===== src/rtl/div_exp_pkg.sv =====
// Shared constants for the exponent add/subtract datapath.
package div_exp_pkg;

    localparam int unsigned EXP_W_DEF = 8;
    localparam int unsigned BIAS_DEF  = 127;

    localparam logic OP_DIV = 1'b0;
    localparam logic OP_MUL = 1'b1;

    // Internal signed width: two guard bits above the exponent field hold
    // the full range of x +/- y +/- BIAS without wrapping.
    function automatic int unsigned int_width(input int unsigned exp_w);
        return exp_w + 2;
    endfunction

endpackage


===== src/rtl/exp_addsub.sv =====
// Parametrised add/subtract: sum = a + b or a - b, cout = carry out (no-borrow when subtracting).
module exp_addsub #(
    parameter int unsigned W = 8
) (
    input  logic [W-1:0] a,
    input  logic [W-1:0] b,
    input  logic         sub,
    output logic [W-1:0] sum,
    output logic         cout
);

    logic [W-1:0] bb;

    // Two's-complement subtract by inverting b and injecting sub as carry-in.
    always_comb begin
        bb          = sub ? ~b : b;
        {cout, sum} = (W+1)'(a) + (W+1)'(bb) + (W+1)'(sub);
    end

endmodule


===== src/rtl/div_exp_unit.sv =====
// Two-stage exponent unit for FP divide/multiply with saturation and valid/ready flow control.
module div_exp_unit
    import div_exp_pkg::*;
#(
    parameter int unsigned EXP_W = EXP_W_DEF,
    parameter int unsigned BIAS  = BIAS_DEF
) (
    input  logic             clk,
    input  logic             rst_n,
    input  logic             in_valid,
    output logic             in_ready,
    input  logic             op,
    input  logic [EXP_W-1:0] x,
    input  logic [EXP_W-1:0] y,
    input  logic             norm_adj,
    output logic             out_valid,
    input  logic             out_ready,
    output logic [EXP_W-1:0] exp_out,
    output logic [EXP_W-1:0] abs_diff,
    output logic             diff_neg,
    output logic             ovf,
    output logic             unf
);

    localparam int unsigned IW = int_width(EXP_W);
    localparam logic signed [IW-1:0] EXP_MAX = IW'((1 << EXP_W) - 1);

    // Stage 1 combinational results
    logic [EXP_W-1:0] d_sum;
    logic             d_nob;
    logic [EXP_W-1:0] abs_c;
    logic [IW-1:0]    raw_c;
    logic             unused_raw_cout;

    // Stage 1 registers
    logic             s1_full;
    logic [IW-1:0]    s1_raw;
    logic [EXP_W-1:0] s1_abs;
    logic             s1_neg;
    logic             s1_op;
    logic             s1_norm;

    // Stage 2 combinational results
    logic [IW-1:0]        biased;
    logic                 unused_bias_cout;
    logic signed [IW-1:0] r;
    logic [EXP_W-1:0]     exp_c;
    logic                 ovf_c;
    logic                 unf_c;

    logic s2_full;
    logic s2_adv;

    exp_addsub #(.W(EXP_W)) u_diff (
        .a    (x),
        .b    (y),
        .sub  (1'b1),
        .sum  (d_sum),
        .cout (d_nob)
    );

    exp_addsub #(.W(IW)) u_raw (
        .a    (IW'(x)),
        .b    (IW'(y)),
        .sub  (op == OP_DIV),
        .sum  (raw_c),
        .cout (unused_raw_cout)
    );

    exp_addsub #(.W(IW)) u_bias (
        .a    (s1_raw),
        .b    (IW'(BIAS)),
        .sub  (s1_op == OP_MUL),
        .sum  (biased),
        .cout (unused_bias_cout)
    );

    // Magnitude of x - y; a missing carry out means x < y.
    always_comb begin
        abs_c = d_nob ? d_sum : (~d_sum + EXP_W'(1'b1));
    end

    // Normalisation adjust and saturation of the biased result.
    always_comb begin
        r     = $signed(biased - IW'(s1_norm));
        exp_c = r[EXP_W-1:0];
        ovf_c = 1'b0;
        unf_c = 1'b0;
        if (r >= EXP_MAX) begin
            exp_c = '1;
            ovf_c = 1'b1;
        end else if (r[IW-1] || (r == '0)) begin
            exp_c = '0;
            unf_c = 1'b1;
        end
    end

    // Handshake: a stage advances when the stage after it is empty or draining.
    always_comb begin
        s2_adv    = !s2_full || out_ready;
        in_ready  = !s1_full || s2_adv;
        out_valid = s2_full;
    end

    // Stage 1 register: capture operands on an input transfer.
    always_ff @(posedge clk or negedge rst_n) begin
        if (!rst_n) begin
            s1_full <= 1'b0;
            s1_raw  <= '0;
            s1_abs  <= '0;
            s1_neg  <= 1'b0;
            s1_op   <= 1'b0;
            s1_norm <= 1'b0;
        end else begin
            if (in_ready) begin
                s1_full <= in_valid;
            end
            if (in_valid && in_ready) begin
                s1_raw  <= raw_c;
                s1_abs  <= abs_c;
                s1_neg  <= !d_nob;
                s1_op   <= op;
                s1_norm <= norm_adj;
            end
        end
    end

    // Stage 2 register: result payload, held while the consumer stalls.
    always_ff @(posedge clk or negedge rst_n) begin
        if (!rst_n) begin
            s2_full  <= 1'b0;
            exp_out  <= '0;
            abs_diff <= '0;
            diff_neg <= 1'b0;
            ovf      <= 1'b0;
            unf      <= 1'b0;
        end else begin
            if (s2_adv) begin
                s2_full <= s1_full;
            end
            if (s1_full && s2_adv) begin
                exp_out  <= exp_c;
                abs_diff <= s1_abs;
                diff_neg <= s1_neg;
                ovf      <= ovf_c;
                unf      <= unf_c;
            end
        end
    end

endmodule


===== config.mk =====
export PLATFORM = sky130hd
export DESIGN_NAME = div_exp_unit
export DESIGN_NICKNAME = d
export VERILOG_FILES = /design/src/rtl/div_exp_pkg.sv /design/src/rtl/exp_addsub.sv /design/src/rtl/div_exp_unit.sv
export SDC_FILE = /design/constraint.sdc
export NUM_CORES = 1
export LEC_CHECK = 0
export BUFFER_PORTS_ARGS = -buffer_cell sky130_fd_sc_hd__buf_2
export CORE_MARGIN = 2
export CORE_UTILIZATION = 55
export CTS_CLUSTER_SIZE = 12
export DETAILED_ROUTE_END_ITERATION = 6
export PLACE_DENSITY_LB_ADDON = 0.25
export SLEW_MARGIN = 20
export SYNTH_ARGS = -nofsm -noshare
export SYNTH_HDL_FRONTEND = slang
export SYNTH_SLANG_ARGS = --single-unit

===== constraint.sdc =====
create_clock -name clk -period 3 [get_ports clk]
set_input_delay 0.3 -clock clk [delete_from_list [all_inputs] [get_ports clk]]
set_output_delay 0.3 -clock clk [all_outputs]
set_load 0.02 [all_outputs]

==> results.yml <==
place:
  pre_cts_slack_ns: 0.103
  portBuffers: 42
  hpwl_um: 4860
  gp_congestion: 0.824
global_route:
  antenna_found_initial: 0
  grt_overflow: 0
  grt_use_total: 0.218
  grt_start_max_net_pins: 43
  grt_pass1_wl_um: 11000
  first_global_vias: 2513
timing:
  setup-tns-final_ns: 0
  drv_slew: 0
  worst_clock_skew_ns: 0.0103
  post-route-min-period_ns: 2.72
  setup_viol: 0
  fin_ws_ns: 0.276
  fin_crit_sh: 0.908
  tightestPinTransition_ns: 0.958
  fmax_ghz: 0.367
  rsz0062_at_grt: "false"
  hold_viol: 0
  relSlewSlack: 0.360
synth:
  yosys_warnings: 0
  synth_top_area_frac: 0.331
  ys_ff_latch: 42
  synth-simple-area-share: 0.189
  async_flop_share: 1.00
  synth_top_family_by_area: "simple AND/OR/NAND/NOR gates"
  yosysSeqAreaShare: 0.331
  synth_compound_area_frac: 0.165
  synth_nets: 433
  synthXorXnorAreaFrac: 0.0883
  synth_common_cells: "nand2_1, inv_1, dfrtp_1"
  synth_cells: 375
  syn-mean-instance-area_um2: 8.46
  muxShareOfSynthArea: 0.0102
  yosys.area_share.adder: 0.149
  netlist_top_cells_area: "dfrtp_1, ha_1, xnor2_1"
  synth_edf_count: 0
  synthFlopType: "dfrtp_1"
  synthDistinctLibCells: 47
  synth_top_cell_by_area: "dfrtp_1"
  syn_area_um2: 3170
  yosysMostFrequentCell: "nand2_1"
routing:
  via_per_inst: 5.25
  first_pass_iters: 5
  met2WireLength_um: 3020
  dr.max_layer_used: "met4"
  wirelength_um: 6140
  wl_per_cell_um: 12.4
  postRouteAntennaNets: 0
  vias: 2594
  met1_length_um: 2810
  first_iter_violations: 67
  routed-wl-met3_um: 197
  drcViolationCount: 0
setup_path:
  worstPathArrival_ns: 2.98
  crit_path_start: "s1_op$_DFFE_PN0P_"
  start_kind: "flip-flop"
  r2r-start: "s1_op$_DFFE_PN0P_"
  setup.worst_path.class: "reg -> reg"
  critPathMaxFanout: 5
  end_kind: "flip-flop"
  cp.required_ns: 3.25
floorplan:
  num_rows: 27
  die_area_um2: 6400
  num_io_pins: 43
  die_y_um: 80.0
  core_um2: 5540
  start_util: 0.573
  die_w_um: 80.0
power:
  p_leak_nw: 1.79
  power.total_w: 0.00285
  vdd_drop_max_v: 0.000436
  power_density_nw_per_um2: 792
worst_hold_path:
  hold_class: "in -> async"
clock_network:
  cts_made_buffers: 5
  cts.clk_slew.worst_paths_ns: 0.09
  clockRootBuffer: "clkbuf_8"
  cts.htree.levels: 2
  ctsHoldBuffers: 0
  clockBufferDepth: 2
  insertion_delay_ns: 0.31
  cts_sinks: 42
  cts_tree: "done"
finish:
  nets: 479
  syn2layout_area_growth_pct: 13.4
  nFillCells: 505
  drive_above_1_share: 0.159
  seqCellArea_um2: 1050
  multi_input_area_um2: 1920
  antenna_cells: 0
run:
  maxCapViolCount: 0
status:
  status: "finished, final reports clean"
-- kinds of logic after synthesis --
group                    count (synthesis)
multiplexers                             3
AO/OA/AOI/OAI                           77
flip-flops                              42
buffers and inverters                   55
XOR/XNOR                                32
adder cells (fa/ha/maj)                 36
AND/OR/NAND/NOR                        130
-- critical path, cell delays in order, from the launching register on --
cell	delay, ns
dfrtp_2	0.44
ha_1	0.32
fa_1	0.46
nand2b_1	0.19
a211oi_2	0.27
o21ai_1	0.14
a21o_1	0.21
a221oi_2	0.25
nor4b_2	0.24
a221o_1	0.16
-- sequential cells by signal (all words and copies together) (netlist names) --
register / flops
s1_raw: 10
diff_neg: 1
s1_neg: 1
s1_op: 1
ovf: 1
s1_abs: 8
out_valid: 1
s1_norm: 1
unf: 1
abs_diff: 8
exp_out: 8
s1_full: 1
-- final cells by class --
cell class,instances,area share
Sequential cell,42,0.292
Multi-Input combinational cell,278,0.532
Inverter,46,0.0480
Clock inverter,3,0.0122
Clock buffer,5,0.0191
Timing Repair Buffer,48,0.0709
Tap cell,72,0.0250
-- placed cells by master (no fill, tap or decap), types with 5 or more instances in the layout --
cell | netlist | final
a211oi_1 | 6 | 6
a21o_1 | 5 | 5
a21oi_1 | 10 | 10
buf_2 | 0 | 42
buf_4 | 0 | 6
clkbuf_8 | 0 | 5
dfrtp_1 | 42 | 41
ha_1 | 33 | 33
inv_1 | 46 | 46
nand2_1 | 58 | 58
nand2b_1 | 12 | 12
nor2_1 | 27 | 27
nor2b_1 | 9 | 9
nor3_1 | 10 | 10
o21ai_0 | 25 | 25
xnor2_1 | 26 | 26
xor2_1 | 6 | 6
-- worst paths after layout --
check,endpoint,cells past startpoint,slack (ns)
setup / recovery,unf$_DFFE_PN0P_,9,0.28
hold reg to reg,abs_diff[3]$_DFFE_PN0P_,2,0.47
min in group clk,s1_full$_DFFE_PN0N_,2,0.22
hold / removal,unf$_DFFE_PN0P_,1,0.12
setup reg to reg,unf$_DFFE_PN0P_,9,0.28
max in group asynchronous,s1_op$_DFFE_PN0P_,1,2.26
-- routing by layer --
metal | global-route usage | vias to the layer above
met2 | 0.386 | 44
met3 | 0.0373 | 9
met5 | 0 | -
met4 | 0.0763 | 0
li1 | - | 1342
met1 | 0.266 | 1199
-- stage by stage --
step           instances  area [um2]  hold WS, ns   util
6_report             494        3600        0.118  0.650
3_3_place_gp         484        3460        0.454  0.625
2_1_floorplan        375        3170      0.00441      -
5_1_grt              494        3600        0.201  0.650
3_5_place_dp         484        3460        0.457  0.625
4_1_cts              492        3580        0.156  0.645
-- power by group --
part           internal (W)  switching, W
registers          0.000746     0.0000903
clock network      0.000249      0.000205
logic              0.000651      0.000909
-- what timing repair did --
action,in CTS,in global routing
buffers inserted,0,2
gates resized for setup,0,2
endpoints found under the setup margin,0,5
Note: power is estimated with default switching activity, not from simulation.
